### src/rtl/sensor_request_conditioner.sv
// Front end for the traffic-light controller: synchronizes, debounces and
// latches pedestrian / east-west / north-south requests until serviced.
module sensor_request_conditioner #(
  parameter int DEBOUNCE_CYCLES = 4,
  parameter int CNT_W           = 20,
  parameter int ACTIVE_LOW      = 1
) (
  input  logic       clk,
  input  logic       rst,
  input  logic [2:0] raw_in,
  input  logic [2:0] clear,
  output logic [2:0] sensors,
  output logic [2:0] press,
  output logic       any_request
);

  localparam logic [CNT_W-1:0] CNT_TC = CNT_W'(DEBOUNCE_CYCLES - 1);

  logic [2:0]       in_lvl;
  logic [2:0]       sync_q1;
  logic [2:0]       syncd;
  logic [2:0]       stable;
  logic [2:0]       accept;
  logic [2:0]       rise;
  logic [CNT_W-1:0] cnt [3];

  // Board pushbuttons idle high; everything downstream treats 1 as "active".
  assign in_lvl = (ACTIVE_LOW != 0) ? ~raw_in : raw_in;

  always_ff @(posedge clk or negedge rst) begin
    if (!rst) begin
      sync_q1 <= '0;
      syncd   <= '0;
    end else begin
      sync_q1 <= in_lvl;
      syncd   <= sync_q1;
    end
  end

  always_comb begin
    for (int i = 0; i < 3; i++) begin
      accept[i] = (syncd[i] != stable[i]) && (cnt[i] == CNT_TC);
    end
  end

  assign rise = accept & syncd;

  // Counter only advances while the synced level disagrees, and restarts on
  // acceptance, so it never passes CNT_TC.
  always_ff @(posedge clk or negedge rst) begin
    if (!rst) begin
      stable <= '0;
      for (int i = 0; i < 3; i++) begin
        cnt[i] <= '0;
      end
    end else begin
      for (int i = 0; i < 3; i++) begin
        if (syncd[i] == stable[i]) begin
          cnt[i] <= '0;
        end else if (accept[i]) begin
          stable[i] <= syncd[i];
          cnt[i]    <= '0;
        end else begin
          cnt[i] <= cnt[i] + 1'b1;
        end
      end
    end
  end

  // A fresh press beats a simultaneous clear so no request is ever dropped.
  always_ff @(posedge clk or negedge rst) begin
    if (!rst) begin
      press   <= '0;
      sensors <= '0;
    end else begin
      press   <= rise;
      sensors <= rise | (sensors & ~clear);
    end
  end

  assign any_request = |sensors;

endmodule

### config.mk
export PLATFORM = sky130hd
export DESIGN_NAME = sensor_request_conditioner
export DESIGN_NICKNAME = d
export VERILOG_FILES = /design/src/rtl/sensor_request_conditioner.sv
export SDC_FILE = /design/constraint.sdc
export NUM_CORES = 1
export LEC_CHECK = 0
export BUFFER_PORTS_ARGS = -buffer_cell sky130_fd_sc_hd__buf_2
export CAP_MARGIN = 20
export CORE_MARGIN = 10
export CORE_UTILIZATION = 44
export CTS_CLUSTER_DIAMETER = 200
export DETAILED_ROUTE_END_ITERATION = 16
export MAX_ROUTING_LAYER = met4
export PLACE_DENSITY = 0.57
export SKIP_LAST_GASP = 1
export SLEW_MARGIN = 20
export SYNTH_ARGS = -nofsm -noshare
export SYNTH_HDL_FRONTEND = slang
export SYNTH_SLANG_ARGS = --single-unit
### constraint.sdc
create_clock -name clk -period 2.7 [get_ports clk]
set_input_delay 0.27 -clock clk [delete_from_list [all_inputs] [get_ports clk]]
set_output_delay 0.27 -clock clk [all_outputs]
set_load 0.01 [all_outputs]
== Yosys cells after proc, flatten, opt, wreduce, memory -nomap -nowiden ==
Cells that the tools add are included.

* Register bits: 75
* Memory bits (writable): 0
* Memory bits (read-only): 0
* Logic and storage cells: 43
* Memories kept: 0
* Latch bits: 0
* Output and inout bits: 7
* Input port bits: 8

* Shifts and indexed selects: 0
* Reduce and logical (&&, ||, !) cells: 7
* Equality and inequality tests: 9
* Magnitude comparators: 0
* Muxes and demuxes: 6
* Bitwise operators: 8
* Add/sub/neg operators: 3
* Multipliers: 0
* Divide/modulo/power cells: 0

{| class="wikitable"
|+ Operator list
! kind !! number
|-
| 2-to-1 mux 20 bit || 6
|-
| adder 20 x 1 -> 20 bit, second input constant || 3
|-
| equality test 20 x 2 -> 1 bit, second input constant || 3
|-
| bitwise AND 3 bit || 2
|-
| NOT 3 bit || 2
|-
| AND reduction 2 bit || 3
|-
| equality test 1 bit || 3
|-
| logical AND 1 bit || 3
|-
| inequality test 1 bit || 3
|-
| NOT 1 bit || 3
|-
| OR 3 bit || 1
|-
| OR reduction 3 bit || 1
|}

== Depth between registers and ports, before layout ==
Gate-level depths: netlist of run 1.

* Word-level depth: 4
* Mapped depth: 6
* Mapped depth without buffers: 5

== Least setup slack after synthesis of run 1 ==
Ideal clock, no wire load.

* Kind: register to register
* Start: reg cnt[0] (netlist bit)
* End: reg cnt[10] (netlist bit)
* Arrival: 1.839 ns
* Required time: 2.568 ns
* Slack: 0.729 ns
* Stages on the path, launching flop included: 7
* Path through: dfrtp_1 > ha_1 > nor4b_1 > nand2_1 > o31ai_2 > clkbuf_1 > nor2_1

* Cells in the longest elaborated chain, start to end: 4
* Elaborated cells on any way between the ends: 5
* Those cells by class: add/sub (1); eq/ne (1); mux (2); reduce/logical (1)

{| class="wikitable"
|+ Ends and longest elaborated chain
! item !! line !! source
|-
| start, declared || 25 || <nowiki>logic [CNT_W-1:0] cnt [3];</nowiki>
|-
| start signal, assigned by index || 64 || <nowiki>cnt[i] <= cnt[i] + 1'b1;</nowiki>
|-
| branches (longest 2 deep; another with adder 20 x 1 -> 20 bit) || - ||
|-
| 2-to-1 mux 20 bit (*) || 60 || <nowiki>end else if (accept[i]) begin</nowiki>
|-
| 2-to-1 mux 20 bit (*) || 58 || <nowiki>if (syncd[i] == stable[i]) begin</nowiki>
|}

Mark *: on every way between the ends.
A chain may end at the register's enable or synchronous reset.

== Worst setup path in the final report of run 1 ==
* Start: reg cnt[42] (netlist bit)
* End: reg cnt[49] (netlist bit)

Same word-level chain as after synthesis.

==> results of run 1 <==
-- synth_stat cells (all sizes together), types with 3 or more instances --
master	number	area share, %
a21oi	10	1.4
and3	4	0.71
and4	4	0.99
buf	3	0.42
clkbuf	3	0.32
dfrtp	75	53
ha	3	1.1
inv	17	1.8
nand2	21	2.2
nand3	17	2.7
nand4	15	3.1
nor2	56	5.9
nor3	13	1.8
nor4	18	3.2
nor4b	5	1.2
o21ai	11	1.7
o31ai	4	0.99
or3	10	1.8
or4	5	1.2
xnor2	31	7.7
xor2	14	3.5
-- state kept, by name, summed over array words and instances (netlist names) --
name,cells
cnt,60
press,3
sensors,3
stable,3
sync_q1,3
syncd,3
-- cell families after synthesis --
group | count (synthesis) | share of synthesized area (%)
xor gates and xnor gates | 45 | 11.1
buffers and inverters | 23 | 2.54
adders and majority gates | 3 | 1.06
muxes | 3 | 0.882
DFF | 75 | 52.9
and+or+nand+nor | 175 | 26.3
AOI/OAI and AO/OA | 30 | 5.12
-- per-stage QoR --
| stage | hold slack (ns) | cell area, µm² | utilization, % | total power [µW] | setup slack, ns |
|---|---|---|---|---|---|
| final | 0.0518 | 3910 | 50.3 | 2480 | 0.688 |
| after global routing | 0.0534 | 3910 | 50.3 | 2650 | 0.545 |
| after CTS | 0.0512 | 3910 | 50.3 | 2520 | 0.666 |
| after detailed placement | 0.344 | 3750 | 48.3 | 1790 | 0.678 |
| after global placement | 0.338 | 3750 | 48.3 | 1790 | 0.729 |
| after floorplan | -0.0256 | 3540 | - | 1620 | 0.729 |
-- power by group --
| group | total (µW) | switching (µW) | internal, µW |
|---|---|---|---|
| sequential | 1290 | 84.2 | 1210 |
| combinational | 465 | 304 | 160 |
| clock | 720 | 394 | 325 |
| total | 2480 | 783 | 1690 |
-- metal layers --
metal / vias up / part of all wire, % / global-route usage [%]
met4: 0 / 0.89 / 3.90
li1: 1287 / - / -
met2: 31 / 44 / 18.0
met3: 9 / 4.2 / 3.69
met5: - / 0 / -
met1: 1262 / 51 / 16.5
-- layout make-up --
class / instances / area, µm² / area share (%)
flip-flops and latches: 75 / 1880 / 48.0
multi-input cells: 256 / 1580 / 40.4
clock buffers: 10 / 128 / 3.27
well taps: 102 / 128 / 3.27
repair buffers: 18 / 103 / 2.63
inverters: 17 / 63.8 / 1.63
clock inverters: 5 / 31.3 / 0.801
-- worst min path at each step --
stage                from         end  slack [ns]  cells past startpoint
6_report              rst     cnt[15]        0.05                      1
2_1_floorplan         rst      cnt[0]       -0.03                      0
5_1_grt         raw_in[0]  sync_q1[0]        0.05                      2
3_5_place_dp   sync_q1[0]    syncd[0]        0.34                      0
3_3_place_gp   sync_q1[0]    syncd[0]        0.34                      0
4_1_cts         raw_in[0]  sync_q1[0]        0.05                      2
==> impl_metrics.ini, run 1 <==
[status]
status = completed

[die]
ios = 15
die_y_um = 110
core_area_um2 = 7770
dieArea_um2 = 12000
start_util_pct = 45.6
num_rows = 32
die_w_um = 110

[sta]
finalClockSkew_ns = 0.00891
setup_viol = 0
setup_tns_ns = 0
min_period_ns = 2.01
fmax_mhz = 497
final_hold_viol_count = 0
tightest_slew_ns = 0.913
relSlewSlack_pct = 39.1
period_share_pct = 74.5
rsz0062_at_grt = no
slew_viol_final = 0

[layout]
nNetsFinal = 388
syn2layout_area_growth_pct = 10.2
nFillCells = 731
final_common_cell = dfrtp_1
layout-drive-gt1-share_pct = 10.2
finalNonFillerCells = 483
antenna_cells = 0
final_cell_mix = dfrtp_1 (75), nor2_1 (56), xnor2_1 (31)

[setup_path]
crit_start = cnt[42]
slowest_delay_ns = 0.56
worst_r2r_path_depth = 5
r2r_setup_slack_ns = 0.69
endpoint_kind = register
crit_required_ns = 2.92
crit_type = reg -> reg
worst-path-stages = 5
crit_family = simple AND/OR/NAND/NOR gates
timing.rr.start = cnt[42]
cpMaxStageDelayCell = or4_1
crit_path_start_kind = register
crit_chain = or4_1 > nand4bb_1 > o21ai_2 > buf_4 > nor2_1
crit_arrival_ns = 2.24
cp-endpoint = cnt[49]
r2r_end = cnt[49]
cp_max_fo = 12
timing.critical_path.buf_inv = 1

[clock_network]
holdBufCountCts = 0
cts-root-buf = clkbuf_8
cts_made_buffers = 9
h-tree-depth = 3
tritoncts = done
clock_latency_ns = 0.34
clkSlewWorstSetupHoldPaths_ns = 0.07
post_cts_buffers = 0
cts-resized-gates = 0
clock_sinks = 75
clockBufferDepth = 2

[route]
wire_per_inst_um = 13.7
routed_wl_um = 6630
drtIter0Drc = 81
via_count = 2589
ant_nets = 0
drt_pass1_iterations = 4
drc = 0
vias_per_cell = 5.36

[synth]
syn_area_um2 = 3540
synth_ff_type = dfrtp_1
ys_types = 38
syn_nets = 365
avgSynthCellArea_um2 = 10.0
yosys_register_bits = 75
synthArstFlopShare_pct = 100
synth_edf_count = 0
synthCells = 354
yosys_warnings = 0
seq_area_frac_synth_pct = 52.9

[global_routing]
track_usage_pct = 12.5
grt_pass1_vias = 2462
grt_max_degree = 76
grt.overflow.total = 0
grt_pass1_wl_um = 11900
antenna_found_initial = 0

[placement]
gp_congestion = 0.832
port_buffers = 14
place_inst = 468
dp_hpwl_um = 4550

[power]
p_leak_uw = 0.00166
power.density_nw_per_um2 = 634
ir_worst_vdd_mv = 0.299

[min_path]
hp-class = in -> async

[job]
cap_violations = 0
No activity file was read; power rests on OpenSTA's default activity.
==> run 2: changes to the inputs <==
Settings changed: ABC_AREA set to 1, PLACE_DENSITY 0.57 to 0.59.
Clock period 2.7 ns to 1.6 ns, I/O delays scaled along.
==> impl_metrics.ini, run 2 <==
[status]
status = completed

[clock_network]
post_cts_buffers = 0
clock_latency_ns = 0.34
tritoncts = done
clock_sinks = 75
h-tree-depth = 3
cts-root-buf = clkbuf_8
cts-resized-gates = 0
cts_made_buffers = 9
clkSlewWorstSetupHoldPaths_ns = 0.08
clockBufferDepth = 2

[synth]
synthArstFlopShare_pct = 100
synthMuxAreaShare_pct = 0
synth_fa_ha_area_share_pct = 0.920
avgSynthCellArea_um2 = 7.70
syn_area_um2 = 4080
synth_edf_count = 0
yosysMostFrequentCell = nor2_1
synth_compound_area_share_pct = 1.17
yosysTopAreaCell = dfrtp_1
ys_top_cells_by_area = dfrtp_1 (46%), nor2_1 (11%), nand2_1 (9.9%)
synthSimpleGateAreaFrac_pct = 36.4
yosys_register_bits = 75
syn_nets = 541
synthTopCellsByCount = nor2_1 (116), nand2_1 (108), dfrtp_1 (75), inv_1 (74), nand3_1 (53)
synth_top_family_by_area = simple AND/OR/NAND/NOR gates
yosys_warnings = 0
ys_types = 24
synth_top_area_share_pct = 46.0
seq_area_frac_synth_pct = 46.0
synthXorXnorAreaFrac_pct = 7.85
synth_ff_type = dfrtp_1
synthCells = 530

[placement]
placed_area_um2 = 4360
dp_hpwl_um = 6370
port_buffers = 14
gp_congestion = 0.911

[sta]
slew_viol_final = 0
setup_tns_ns = 0
setup_viol = 0
final_hold_viol_count = 0
period_share_pct = 87.2
finalClockSkew_ns = 0.0107
fmax_mhz = 717
rsz0062_at_grt = no
relSlewSlack_pct = 80.1
tightest_slew_ns = 0.298
min_period_ns = 1.40

[route]
vias_per_cell = 4.75
routed_wl_um = 8280
drt_pass1_iterations = 5
via_count = 3239
drtIter0Drc = 192
drc = 0
wire_per_inst_um = 12.1
ant_nets = 0

[layout]
nNetsFinal = 578
regMostFlops = cnt
fin_area_um2 = 4590
final_common_cell = nor2_1
syn2layout_area_growth_pct = 12.6
final_cell_mix = nor2_1 (116), nand2_1 (108), dfrtp_1 (75)
nFillCells = 894
layout-drive-gt1-share_pct = 14.0
antenna_cells = 0
largest_register_ffs = 60

[global_routing]
grt.overflow.total = 0
grt_pass1_vias = 3214
grt_max_degree = 41
grt_pass1_wl_um = 14600
antenna_found_initial = 0
track_usage_pct = 13.8

[setup_path]
crit_path_start_kind = register
cp_max_fo = 4
crit_required_ns = 1.87
crit_type = reg -> reg
endpoint_kind = register
crit_arrival_ns = 1.67

[job]
cap_violations = 0

[die]
ios = 15
die_y_um = 116
die_w_um = 116
start_util_pct = 44.6
core_area_um2 = 9150
dieArea_um2 = 13500
num_rows = 35

[power]
power.density_nw_per_um2 = 962
ir_worst_vdd_mv = 0.664
p_leak_uw = 0.00225

[min_path]
hp-class = in -> reg
==> run 2: per-stage QoR <==
| stage | std cells | util, % | hold slack, ns | power, µW | setup slack [ns] |
|---|---|---|---|---|---|
| 3_3_place_gp | 661 | 47.6 | 0.0749 | 3090 | 0.258 |
| 3_5_place_dp | 661 | 47.6 | 0.0719 | 3100 | 0.209 |
| 5_1_grt | 682 | 50.2 | 0.0648 | 4720 | 0.0151 |
| 4_1_cts | 682 | 50.2 | 0.0404 | 4490 | 0.199 |
| 2_1_floorplan | 530 | - | -0.136 | 2750 | 0.325 |
| 6_report | 682 | 50.2 | 0.0546 | 4420 | 0.205 |
==> run 2: cell type report <==
class / instances / area [µm²] / share of cell area, %
multi-input combinational: 373 / 1890 / 41.1
sequential: 75 / 1880 / 40.8
inverter: 79 / 297 / 6.45
timing repair buffer: 29 / 213 / 4.63
clock buffer: 13 / 169 / 3.68
tap: 111 / 139 / 3.02
clock inverter: 2 / 10.0 / 0.218
==> run 2: timing repair <==
action / 4_1_cts / 5_1_grt
hold buffers: 6 / 0
endpoints found under the setup margin: 0 / 0
endpoints found under the hold margin: 25 / 0
==> run 2: where the power goes <==
group          switching (µW)  internal (µW)  total, µW
sequential                138           2040       2170
combinational             541            345        885
clock                     679            679       1360
total                    1360           3060       4420
==> run 2: path summary, 6_finish.rpt <==
| path | from | depth (start not counted) | end | slack [ns] |
|---|---|---|---|---|
| min reg2reg | sync_q1[0] | 0 | syncd[0] | 0.35 |
| max in group asynchronous | rst | 3 | cnt[26] | 0.85 |
| min in group asynchronous | rst | 2 | cnt[12] | 0.25 |
| max | cnt[0] | 9 | cnt[14] | 0.20 |
| min | clear[1] | 3 | sensors[1] | 0.05 |
| max reg2reg | cnt[0] | 9 | cnt[14] | 0.20 |
==> run 2: cell families after synthesis <==
logic type	Yosys count
AOI/OAI and AO/OA	9
xor gates and xnor gates	34
adders and majority gates	3
buffers and inverters	82
DFF	75
and+or+nand+nor	327
==> run 2: worst max-delay path, stage by stage (launching register included) <==
cell	delay, ns
dfrtp_1	0.39
ha_1	0.20
nand2_1	0.08
inv_1	0.11
nand2_1	0.07
nor2_1	0.18
nand2_1	0.09
nand2_1	0.07
nand2_1	0.05
nor2_1	0.07
==> run 2: routing by layer <==
metal / track usage [%] / share of wire (%) / vias to the layer above
li1: - / - / 1686
met1: 17.8 / 50 / 1493
met2: 20.7 / 45 / 46
met3: 2.72 / 2.9 / 14
met4: 6.01 / 1.8 / 0
met5: - / 0 / -
